[config.mk]
export PLATFORM = sky130hd
export DESIGN_NAME = ps2_drive_decoder
export DESIGN_NICKNAME = d
export VERILOG_FILES = /design/src/rtl/ps2_drive_decoder.sv
export SDC_FILE = /design/constraint.sdc
export NUM_CORES = 1
export LEC_CHECK = 0
export CORE_ASPECT_RATIO = 0.75
export CORE_MARGIN = 5
export CORE_UTILIZATION = 53
export DETAILED_ROUTE_END_ITERATION = 10
export PLACE_DENSITY = 0.75
export SLEW_MARGIN = 20
export SYNTH_ARGS = -nofsm -noshare
export SYNTH_HDL_FRONTEND = slang
export SYNTH_SLANG_ARGS = --single-unit
[constraint.sdc]
create_clock -name clk -period 1.7 [get_ports clk]
set_input_delay 0.425 -clock clk [delete_from_list [all_inputs] [get_ports clk]]
set_output_delay 0.425 -clock clk [all_outputs]
set_load 0.005 [all_outputs]
[src/rtl/ps2_drive_decoder.sv]
// PS/2 keyboard receiver and scan-code decoder.
// Turns held arrow/WASD/space keys into steering, throttle and boost codes.
module ps2_drive_decoder #(
   parameter int CLK_FREQ       = 100_000_000,
   parameter int TIMEOUT_CYCLES = CLK_FREQ / 500
) (
   input  logic       clk,
   input  logic       rst,
   input  logic       ps2_clk,
   input  logic       ps2_data,
   output logic [1:0] h_code,
   output logic [1:0] v_code,
   output logic       boost,
   output logic       byte_valid,
   output logic [7:0] scan_byte,
   output logic       frame_err
);

   typedef enum logic {
      RX_IDLE,
      RX_SHIFT
   } rx_state_t;

   typedef enum logic [1:0] {
      P_IDLE,
      P_E0,
      P_F0,
      P_E0F0
   } p_state_t;

   localparam int K_L  = 0;
   localparam int K_R  = 1;
   localparam int K_U  = 2;
   localparam int K_D  = 3;
   localparam int K_A  = 4;
   localparam int K_DK = 5;
   localparam int K_W  = 6;
   localparam int K_S  = 7;
   localparam int K_SP = 8;

   logic ck_s1_q, ck_s2_q, ck_prev_q;
   logic d_s1_q, d_s2_q;
   logic fall, bit_in;

   rx_state_t   rx_q, rx_d;
   logic [3:0]  cnt_q, cnt_d;
   logic [8:0]  sh_q, sh_d;
   logic [31:0] tmo_q, tmo_d;
   logic        bv_q, bv_d;
   logic        fe_q, fe_d;
   logic [7:0]  scan_q, scan_d;

   p_state_t   p_q, p_d;
   logic [8:0] keys_q, keys_d;
   logic       ext, mk;

   logic [1:0] h_q, h_d;
   logic [1:0] v_q, v_d;
   logic       boost_q, boost_d;
   logic       l_any, r_any, u_any, d_any;

   // Two-flop synchronizers plus one delay stage for clock edge detection.
   // Reset to 0 so a pin held high at release never looks like an edge.
   always_ff @(posedge clk or negedge rst) begin
      if (!rst) begin
         ck_s1_q   <= 1'b0;
         ck_s2_q   <= 1'b0;
         ck_prev_q <= 1'b0;
         d_s1_q    <= 1'b0;
         d_s2_q    <= 1'b0;
      end else begin
         ck_s1_q   <= ps2_clk;
         ck_s2_q   <= ck_s1_q;
         ck_prev_q <= ck_s2_q;
         d_s1_q    <= ps2_data;
         d_s2_q    <= d_s1_q;
      end
   end

   assign fall   = ck_prev_q & ~ck_s2_q;
   assign bit_in = d_s2_q;

   // Receiver state and shift registers.
   always_ff @(posedge clk or negedge rst) begin
      if (!rst) begin
         rx_q   <= RX_IDLE;
         cnt_q  <= 4'd0;
         sh_q   <= 9'd0;
         tmo_q  <= 32'd0;
         bv_q   <= 1'b0;
         fe_q   <= 1'b0;
         scan_q <= 8'd0;
      end else begin
         rx_q   <= rx_d;
         cnt_q  <= cnt_d;
         sh_q   <= sh_d;
         tmo_q  <= tmo_d;
         bv_q   <= bv_d;
         fe_q   <= fe_d;
         scan_q <= scan_d;
      end
   end

   // Frame reception: LSB-first shift, odd parity and stop check, idle timeout.
   // Bits enter at the MSB so after nine shifts data sits in [7:0], parity in [8].
   always_comb begin
      rx_d   = rx_q;
      cnt_d  = cnt_q;
      sh_d   = sh_q;
      tmo_d  = tmo_q;
      bv_d   = 1'b0;
      fe_d   = 1'b0;
      scan_d = scan_q;
      unique case (rx_q)
         RX_IDLE: begin
            if (fall && !bit_in) begin
               rx_d  = RX_SHIFT;
               cnt_d = 4'd0;
               tmo_d = 32'd0;
            end
         end
         RX_SHIFT: begin
            if (fall) begin
               tmo_d = 32'd0;
               if (cnt_q == 4'd9) begin
                  rx_d = RX_IDLE;
                  if (bit_in && (^sh_q)) begin
                     bv_d   = 1'b1;
                     scan_d = sh_q[7:0];
                  end else begin
                     fe_d = 1'b1;
                  end
               end else begin
                  sh_d  = {bit_in, sh_q[8:1]};
                  cnt_d = cnt_q + 4'd1;
               end
            end else if (tmo_q >= 32'(TIMEOUT_CYCLES)) begin
               rx_d = RX_IDLE;
            end else begin
               tmo_d = tmo_q + 32'd1;
            end
         end
      endcase
   end

   // Prefix state and per-key held bits.
   always_ff @(posedge clk or negedge rst) begin
      if (!rst) begin
         p_q    <= P_IDLE;
         keys_q <= 9'd0;
      end else begin
         p_q    <= p_d;
         keys_q <= keys_d;
      end
   end

   assign ext = (p_q == P_E0) || (p_q == P_E0F0);
   assign mk  = !((p_q == P_F0) || (p_q == P_E0F0));

   // Prefix tracking; any non-prefix byte is applied as a make or break.
   always_comb begin
      p_d    = p_q;
      keys_d = keys_q;
      if (bv_q) begin
         if (scan_q == 8'hE0 && p_q == P_IDLE) begin
            p_d = P_E0;
         end else if (scan_q == 8'hF0 && p_q == P_IDLE) begin
            p_d = P_F0;
         end else if (scan_q == 8'hF0 && p_q == P_E0) begin
            p_d = P_E0F0;
         end else begin
            p_d = P_IDLE;
            unique case (1'b1)
               ext  && scan_q == 8'h6B: keys_d[K_L]  = mk;
               ext  && scan_q == 8'h74: keys_d[K_R]  = mk;
               ext  && scan_q == 8'h75: keys_d[K_U]  = mk;
               ext  && scan_q == 8'h72: keys_d[K_D]  = mk;
               !ext && scan_q == 8'h1C: keys_d[K_A]  = mk;
               !ext && scan_q == 8'h23: keys_d[K_DK] = mk;
               !ext && scan_q == 8'h1D: keys_d[K_W]  = mk;
               !ext && scan_q == 8'h1B: keys_d[K_S]  = mk;
               !ext && scan_q == 8'h29: keys_d[K_SP] = mk;
               default: ;
            endcase
         end
      end
   end

   assign l_any = keys_q[K_L] | keys_q[K_A];
   assign r_any = keys_q[K_R] | keys_q[K_DK];
   assign u_any = keys_q[K_U] | keys_q[K_W];
   assign d_any = keys_q[K_D] | keys_q[K_S];

   // Opposing directions cancel to 0.
   always_comb begin
      h_d     = 2'd0;
      v_d     = 2'd0;
      boost_d = keys_q[K_SP];
      if (l_any && !r_any) h_d = 2'd1;
      if (r_any && !l_any) h_d = 2'd2;
      if (u_any && !d_any) v_d = 2'd1;
      if (d_any && !u_any) v_d = 2'd2;
   end

   // Registered outputs so the physics engine never sees decode glitches.
   always_ff @(posedge clk or negedge rst) begin
      if (!rst) begin
         h_q     <= 2'd0;
         v_q     <= 2'd0;
         boost_q <= 1'b0;
      end else begin
         h_q     <= h_d;
         v_q     <= v_d;
         boost_q <= boost_d;
      end
   end

   assign h_code     = h_q;
   assign v_code     = v_q;
   assign boost      = boost_q;
   assign byte_valid = bv_q;
   assign scan_byte  = scan_q;
   assign frame_err  = fe_q;

endmodule

==> metrics <==
CTS root buf clkbuf_8; Final Power 0.00500 W; Comb pwr share 33.1%; Max Fclk 512 MHz; total CTS buffers 9; initial drt markers 342; GR Util All Layers 20.0%; # rows 25; Post-DRT Antenna Nets 0; Synth Flop Type dfrtp_1; Placed Cells 447; Final Cycle Share 115%; Critical R2R Capture scan_byte[7]; P_sw 0.00162 W; post-route insts no fill 487; Critical Path AT 2.20 ns; fill cell count 345; largest area contributor in the netlist dfrtp_1; WL final 10.1 mm; Initial Util 55.1%; WS Path Type register to register; element type at the critical path end register; clk_skew 0.0141 ns; placer congestion estimate 0.871; post-layout util 78.1%; Reg clk slew, reported paths 0.08 ns; top-count cell post-synth dfrtp_1; DR vias 3,014; gr ovfl total 0; RSZ-0062 raised after global routing true; clk buf depth 2; Hold Violations, Final 0; Worst Path Max Fanout 9; vias in the first global route 2,672; pre-CTS setup slack -0.303 ns; Post-Synth Adder-Cell Area 1.43%; Syn Nets 318; first-pass GRT wire length 13.2 mm; hpwl dp 5.17 mm; compound-gate portion of the synthesized area 11.0%; WP data required 1.94 ns; largest net degree at the start of global routing 78; initial antenna violation count 1; area grow syn2layout 41.7%; Ys Warns 0; Synth top area share 55.1%; mux contribution to synthesized area 8.26%; top cells by instance count after synthesis 77 x dfrtp_1, 22 x nand3_1, 16 x and2_1, 16 x nand2_1; Max Cap Viol 0; IO Port Bufs 18; VDD IR max 1020 µV; element type at the critical path start register; post-DR vias/cell 6.19; failing checks setup timing; XOR/XNOR Fraction of Synth Area 2.40%; CTS sink count 77; Worst slew margin 62.5%; pwr dens 1010 nW/µm²; internal power 0.00338 W; worst setup margin -0.253 ns; Clk Latency, worst-skew pair 0.37 ns; Post-Synth Simple-Gate Area 18.8%; Pleak 2.22 nW; DRC Markers 0; CTS tree yes; Layout Nets 411; FF-to-FF path depth 6; chip width 104 µm; syn_area_per_cell 11.3 µm²; H-tree Lvls 3; Antenna Cells 0; TritonRoute pass-1 iters 5; I/O pin total 19; FF-to-FF Start sh_q[6]; Post-Synthesis Cells 310; Synth area leaders dfrtp_1 55%, mux2_2 4.8%, mux2_4 3.4%, nand3_1 3.1%, and2_1 2.9%; Unique masters post-synth 44; sequential share of the synthesized area 55.1%; Post-Syn Area 3500 µm²; sequential share of power 43.7%; Die Span Y 80.4 µm; die area 8340 µm²; outcome complete, but fails checks; share of layout cells above drive strength 1 41.9%; CP Launch Point sh_q[6]; Final Slew Violations 0; crit path time final 1.95 ns; fraction of registers with async set/reset 100%; detailed-route wire length per cell 20.8 µm; number of setup violations in the final report 32; worst slew pin tran 0.558 ns; Core Area 6350 µm²; number of flops mapped to enable cells by yosys 0; Hold Path Class primary input to asynchronous set/reset pin; R2R Setup Slk -0.25 ns; Seq cells post-synth 77; WHS 0.0528 ns; clock share of power 23.2%; largest family of logic cells by synthesized area simple AND/OR/NAND/NOR gates; switching share of power 32.4%
## metal layers
metal | up-vias | track usage [%] | routed length (µm)
li1 | 1327 | - | -
met1 | 1465 | 27.2 | 4200
met2 | 167 | 30.0 | 4650
met3 | 53 | 5.38 | 718
met4 | 2 | 9.31 | 528
met5 | - | 0 | 13
## cell families (layout without fill, tap and decap cells)
family          after synthesis  in the layout
fa+ha+maj                     4              4
xor+xnor                      8              8
buf+inv                      24            119
compound gates               58             58
flops                        77             77
simple gates                116            117
mux                          23             23
## how the worst max path moves through the flow
| stage | endpoint | slack, ns |
|---|---|---|
| after floorplan | keys_q[3] | -0.14 |
| after global placement | scan_byte[2] | -0.17 |
| after detailed placement | scan_byte[4] | -0.30 |
| after CTS | scan_byte[4] | -0.26 |
| after global routing | scan_byte[7] | -0.31 |
| final | scan_byte[7] | -0.25 |
## worst max-delay path, stage by stage (launching register included)
cell	delay, ns
dfrtp_1	0.42
xnor2_2	0.22
xnor3_1	0.38
xnor2_2	0.17
and3_4	0.22
buf_12	0.13
mux2_4	0.31
## through the flow
stage	area, µm²	setup TNS [ns]
floorplan	3500	-1.33
global placement	4120	-2.64
detailed placement	4120	-4.73
finish	4960	-4.26
global route	4960	-6.16
CTS	4400	-2.76
## flip-flops by register name (all words and copies together), names as in the netlist, 2 cells and up
register and count:
keys_q 9, tmo_q 32, cnt_q 4, h_code 2, v_code 2, p_q 2, scan_byte 8, sh_q 9
## power groups by stage
stage	clock network [W]	logic, W	registers, W
finish	0.00116	0.00165	0.00219
global route	0.00126	0.00177	0.00222
CTS	0.00116	0.00119	0.00215
detailed placement	0	0.00113	0.00218
global placement	0	0.00107	0.00216
floorplan	0	0.000675	0.00217
## cell type report
type	count	area (µm²)	share of cell area, %
clock inverters	3	15.0	0.303
clock buffers	11	131	2.65
flip-flops and latches	77	1930	39.0
repair buffers	91	822	16.6
well taps	81	101	2.04
multi-input cells	210	1900	38.3
inverters	14	52.6	1.06
## layout by cell type, fill, tap and decap left out, types with 4 or more instances in the layout
cell type | netlist | layout
a31oi_1 | 15 | 8
a31oi_4 | 0 | 5
and2_1 | 16 | 14
and3_1 | 7 | 5
buf_4 | 0 | 59
buf_6 | 1 | 9
clkbuf_8 | 0 | 9
clkdlybuf4s50_1 | 0 | 11
dfrtp_1 | 77 | 71
dfrtp_2 | 0 | 6
dlygate4sd2_1 | 0 | 4
inv_1 | 14 | 14
mux2_2 | 15 | 14
mux2_4 | 8 | 9
nand2_1 | 16 | 14
nand3_1 | 22 | 17
nand4_1 | 4 | 4
nor2_1 | 13 | 11
nor3_1 | 11 | 8
nor4_2 | 1 | 4
o21ai_0 | 14 | 6
o21ai_1 | 0 | 5
o31ai_4 | 0 | 4
## repair_timing
item | in CTS | in global routing
hold buffers | 0 | 0
setup buffers | 4 | 22
gates resized for setup | 30 | 79
endpoints found under the setup margin | 50 | 50
gates cloned | 0 | 3
pin swaps | 5 | 30
No activity file was read; power rests on OpenSTA's default activity.
